## src/rtl/phase_seq_counter.sv

```systemverilog
// Multi-phase light countdown: per-phase programmable durations, advanced on the 1 Hz sec_tick.
// Optional one-shot extension of phase pEXT_PHASE is enabled by defining PHASE_SEQ_EXTEND_EN.
module phase_seq_counter #(
    parameter int pNUM_PHASES  = 3,
    parameter int pCOUNT_WIDTH = 8,
    parameter int pPHASE_WIDTH = $clog2(pNUM_PHASES),
    parameter int pEXT_PHASE   = 2,
    parameter int pEXT_SEC     = 5
) (
    input  logic                                clk,
    input  logic                                rstb,
    input  logic                                en,
    input  logic                                sec_tick,
    input  logic                                hold,
    input  logic [pNUM_PHASES*pCOUNT_WIDTH-1:0] dur_bus,
    input  logic                                force_vld,
    input  logic [pPHASE_WIDTH-1:0]             force_idx,
    input  logic                                ext_req,
    output logic [pPHASE_WIDTH-1:0]             phase_idx,
    output logic [pCOUNT_WIDTH-1:0]             cnt_out,
    output logic                                phase_tick,
    output logic                                cycle_tick,
    output logic                                ext_granted
);

    localparam logic [pPHASE_WIDTH:0]   LP_NUM  = (pPHASE_WIDTH+1)'(pNUM_PHASES);
    localparam logic [pPHASE_WIDTH-1:0] LP_LAST = pPHASE_WIDTH'(pNUM_PHASES - 1);
    localparam logic [pCOUNT_WIDTH-1:0] LP_ONE  = pCOUNT_WIDTH'(1);

    logic [pCOUNT_WIDTH-1:0] w_dur [pNUM_PHASES];

    for (genvar k = 0; k < pNUM_PHASES; k++) begin : g_dur
        assign w_dur[k] = dur_bus[k*pCOUNT_WIDTH +: pCOUNT_WIDTH];
    end

    logic [pPHASE_WIDTH-1:0] r_phase;
    logic [pCOUNT_WIDTH-1:0] r_cnt;
    logic                    r_ptick;
    logic                    r_ctick;
    logic                    r_ext;

    logic                    w_force_ok;
    logic                    w_tick;
    logic                    w_adv;
    logic [pPHASE_WIDTH-1:0] w_nxt_phase;
    logic [pCOUNT_WIDTH-1:0] w_dec;
    logic                    w_ext_ok;
    logic [pCOUNT_WIDTH-1:0] w_ext_cnt;

    // A force steals the tick of its cycle, so the tick never sees a forced count.
    assign w_force_ok  = en & force_vld & ({1'b0, force_idx} < LP_NUM);
    assign w_tick      = en & ~hold & sec_tick & ~w_force_ok;
    assign w_adv       = w_tick & (r_cnt <= LP_ONE);
    assign w_nxt_phase = (r_phase == LP_LAST) ? '0 : r_phase + 1'b1;
    assign w_dec       = r_cnt - LP_ONE;

`ifdef PHASE_SEQ_EXTEND_EN
    logic [pCOUNT_WIDTH-1:0] w_ext_base;
    logic [pCOUNT_WIDTH:0]   w_ext_sum;

    assign w_ext_ok   = en & ~hold & ext_req & ~r_ext & ~w_adv & ~w_force_ok
                        & (r_phase == pPHASE_WIDTH'(pEXT_PHASE));
    // A coincident non-advancing tick still takes its second off before the bonus.
    assign w_ext_base = w_tick ? w_dec : r_cnt;
    assign w_ext_sum  = {1'b0, w_ext_base} + (pCOUNT_WIDTH+1)'(pEXT_SEC);
    assign w_ext_cnt  = w_ext_sum[pCOUNT_WIDTH] ? '1 : w_ext_sum[pCOUNT_WIDTH-1:0];
`else
    logic w_unused_ext;

    assign w_ext_ok     = 1'b0;
    assign w_ext_cnt    = r_cnt;
    assign w_unused_ext = ext_req;
`endif

    always_ff @(posedge clk) begin
        if (rstb) begin
            r_phase <= '0;
            r_cnt   <= w_dur[0];
            r_ptick <= 1'b0;
            r_ctick <= 1'b0;
            r_ext   <= 1'b0;
        end else begin
            r_ptick <= w_adv;
            r_ctick <= w_adv & (r_phase == LP_LAST);
            if (w_force_ok) begin
                r_phase <= force_idx;
                r_cnt   <= w_dur[force_idx];
                r_ext   <= 1'b0;
            end else if (w_adv) begin
                r_phase <= w_nxt_phase;
                r_cnt   <= w_dur[w_nxt_phase];
                r_ext   <= 1'b0;
            end else if (w_ext_ok) begin
                r_cnt   <= w_ext_cnt;
                r_ext   <= 1'b1;
            end else if (w_tick) begin
                r_cnt   <= w_dec;
            end
        end
    end

    assign phase_idx   = r_phase;
    assign cnt_out     = r_cnt;
    assign phase_tick  = r_ptick;
    assign cycle_tick  = r_ctick;
    assign ext_granted = r_ext;

endmodule

```

## config.mk

```make
export PLATFORM = sky130hd
export DESIGN_NAME = phase_seq_counter
export DESIGN_NICKNAME = d
export VERILOG_FILES = /design/src/rtl/phase_seq_counter.sv
export SDC_FILE = /design/constraint.sdc
export NUM_CORES = 1
export LEC_CHECK = 0
export ABC_AREA = 1
export ABC_CLOCK_PERIOD_IN_PS = 2200
export BUFFER_PORTS_ARGS = -buffer_cell sky130_fd_sc_hd__buf_2
export CORE_MARGIN = 2
export CORE_UTILIZATION = 49
export DETAILED_ROUTE_END_ITERATION = 6
export PLACE_DENSITY = 0.79
export SYNTH_ARGS = -nofsm -noshare
export SYNTH_HDL_FRONTEND = slang
export SYNTH_SLANG_ARGS = --single-unit
```

## constraint.sdc

```tcl
create_clock -name clk -period 2.2 [get_ports clk]
set_clock_uncertainty 0.2 [all_clocks]
set_input_delay 0.22 -clock clk [delete_from_list [all_inputs] [get_ports clk]]
set_output_delay 0.22 -clock clk [all_outputs]
set_load 0.05 [all_outputs]
```

==> impl.org <==
** Min path
- The tightest min-delay check is of the in -> reg type.
- End point of the worst hold path :: cnt_out[7]
- Counting instances, the worst hold path has a depth of 3.
- Start point of the worst hold path :: dur_bus[7]

** Floorplanning
- The die is 54.66 um tall.
- Number of placed I/O pins :: 46
- Horizontal extent of the die :: 54.66 um
- The region available for standard cell placement spans 0.002455 mm^2.
- The floorplan step defined a die boundary enclosing 0.002988 mm^2.
- Site Rows :: 18
- Once the floorplan was initialized, standard cells occupied 51.22% of the core.

** Global routing
- Global routing consumed, over all layers together, 24.62% of the routing resources.
- The via count of the first global-routing pass is 1208.
- Summed over all layers, the global routing overflow is 0.
- The initial antenna violation count is 0.
- Wire length of the first global-routing pass :: 5382 um
- Largest net degree at the start of global routing :: 20

** Critical path
- Maximum fanout along the worst path :: 12
- Among all stages on the critical path, the largest delay is contributed by edfxtp_1.
- The most numerous cell type found on the critical path is nand2_1.
- In this run the worst setup path begins at cnt_out[0].
- Gate family responsible for the most delay along the worst path :: simple AND/OR/NAND/NOR gates
- The critical path goes through inv_1 > ha_2 > inv_2 > nand2_1 > nand2_2 > nor2_4 > nand2_4 > or2_0 > nand3_1 > nand2_1.
- Setup Crit Path Kind :: reg -> reg
- CP Capture Type :: register
- Critical R2R Launch :: cnt_out[0]
- Counting both buffers and inverters, the worst setup path holds a total of 2.
- WP data required :: 2.02 ns
- CP startpoint kind :: register
- The worst register-to-register path has a depth of 10.
- In this run the register-to-register setup slack is 0.22 ns.
- The worst register-to-register path ends at cnt_out[1].
- Maximum single-stage delay on the critical path :: 0.43 ns
- For the worst setup path, the data arrival time is 1.80 ns.

** Place
- Final weighted congestion in routability-driven placement :: 0.8292
- Placed wire-length estimate :: 2518 um
- Buffers placed on the I/O ports in this run total 43.

** Clock tree
- After clock tree synthesis, the clock-pin slew on the worst setup and hold paths is 0.09 ns.
- Clock latency on the worst-skew pair :: 0.27 ns
- Deepest level of the CTS H-tree :: 1
- The clock drives 12 sinks.
- In this run the deepest clock path goes through 2 buffers.
- Buffers inserted by post-CTS timing repair :: 0
- Counting the buffers created by CTS gives 3.
- The root buffer cell chosen for the clock tree is clkbuf_4.
- TritonCTS clock tree :: done

** Synthesis
- Post-synth EDFFs :: 8
- The most used flip-flop cell after synthesis is edfxtp_1.
- YS warnings :: 0
- Each instance of the synthesized netlist takes up on average 5.849 um^2.
- After synthesis the netlist holds a flip-flop and latch count of 12.
- Post-Syn Nets :: 250
- Counting flops with an async set or reset pin after synthesis yields a share of 0%.
- The synthesized netlist occupies a cell area of 0.001257 mm^2.
- The netlist uses 23 different library cells.
- Counting every instance in the synthesized netlist gives 215.
- Sequential elements use 25.47% of the synthesized area.

** Timing
- Of the available clock period, the critical path in the final layout requires 89.96%.
- Hold Violations, Final :: 0
- Setup violations remaining at the end of the flow were counted as 0.
- Max-slew violation count :: 0
- For the final routed database, the setup TNS stands at 0 ns.
- Minimum clock period after layout :: 1.979 ns
- Unrepaired setup endpoints after global routing :: false
- Derived from the worst setup path, the maximum achievable clock frequency is 0.5053 GHz.

** Final layout
- Top library cells by usage in the layout, fill and taps aside :: nand2_1, buf_2, nor2_1
- Summing all multi-input logic gate instances after layout gives 815.8 um^2.
- The library cell used most frequently in the layout, excluding fill and tap cells, is nand2_1.
- Diodes inserted :: 0
- Share of final-layout standard cells stronger than drive strength 1 :: 26.15%
- Net total in the final layout :: 296
- Register area :: 320.3 um^2
- Share of the core filled with cells :: 62.84%
- Syn-to-layout area delta :: 22.69%
- After filler insertion, the fill cell instance count of the layout stands at 270.

** Power and ir drop
- VDD sags by at most 0.3462 mV.
- Dividing total power by cell area gives a power density of 517.3 mW/mm^2.
- The design draws 0.7980 mW.
- In this run the static leakage power is 0.8342 nW.

** Status
- Run status :: finished clean

** Route
- In the final routed layout, each cell accounts on average for 11.52 um.
- Number of iterations in the first detailed-routing pass :: 5
- Number of DRC markers after the initial detailed-route iteration :: 56
- The routed layout has 1519 vias.
- DRC violation count after routing :: 0
- Total detailed-routing wirelength :: 3342 um
- Post-detailed-route count of antenna-violating nets :: 0
- Detail-routed via count per cell :: 5.238

** Flow run
- MaxCap Viol Count :: 0
==> how the worst max path moves through the flow <==
stage,end,slack [ns],cells past startpoint
2_1_floorplan,cnt_out[4],0.004,12
3_3_place_gp,cnt_out[1],0.16,10
3_5_place_dp,cnt_out[1],0.14,10
4_1_cts,cnt_out[1],0.12,10
5_1_grt,cnt_out[1],0.03,10
6_report,cnt_out[1],0.22,10
==> metal layers <==
metal	track usage, %	vias to the layer above	wire (um)
li1	-	779	-
met1	36.35	639	1399
met2	38.89	99	1535
met3	1.366	2	398
met4	5.833	0	9
met5	0	-	0
==> cell families (layout without fill, tap and decap cells) <==
logic type,after synthesis,in the layout,share of synthesized area [%]
and+or+nand+nor,138,138,47.96
AOI/OAI and AO/OA,31,31,12.64
buffers and inverters,29,74,10.25
DFF,12,12,25.47
adders and majority gates,2,2,1.990
xor gates and xnor gates,2,2,1.393
other,1,1,0.2982
==> synthesized netlist by cell type, types with 3 or more instances <==
cell type	count	area (um^2)
nor2_2	3	18.77
edfxtp_1	8	240.2
nand2_2	5	31.28
nand3_1	25	125.1
a21oi_1	16	80.08
dfxtp_1	4	80.08
o21ai_0	14	70.07
nand2_1	66	247.7
buf_2	4	20.02
nor2_1	32	120.1
nand4_1	3	18.77
inv_1	18	67.56
==> sequential cells by signal, indices dropped and copies added (netlist names) <==
register	cells
cycle_tick	1
cnt_out	8
phase_tick	1
phase_idx	2
==> final cells by class <==
class,instances,area share [%]
well taps,30,2.433
repair buffers,50,17.36
inverters,20,4.866
clock inverters,1,0.2433
multi-input cells,174,52.88
flip-flops and latches,12,20.76
clock buffers,3,1.460
==> metrics by stage <==
step | hold slack (ns) | cells | worst slack [ns] | area, um^2
6_report | 0.05516 | 290 | 0.2208 | 1543
5_1_grt | 0.08367 | 290 | 0.03497 | 1543
4_1_cts | 0.04891 | 290 | 0.1245 | 1535
3_5_place_dp | 0.3280 | 286 | 0.1390 | 1509
3_3_place_gp | 0.3326 | 286 | 0.1596 | 1509
2_1_floorplan | 0.2014 | 215 | 0.003546 | 1257
==> worst min-delay path, stage by stage <==
cell and delay [ns]:
buf_2 0.10, nand2_1 0.05, nand2_1 0.06
==> what timing repair did <==
| item | 4_1_cts | 5_1_grt |
|---|---|---|
| setup endpoints to repair | 0 | 5 |
| hold endpoints to repair | 0 | 0 |
| hold buffers | 0 | 0 |
| resized for setup | 0 | 2 |
==> where the power goes <==
part	switching [mW]	total (mW)	internal, mW
Clock	0.0767	0.142	0.0655
Sequential	0.0235	0.292	0.268
Combinational	0.245	0.364	0.119
No activity file was read; power rests on OpenSTA's default activity.
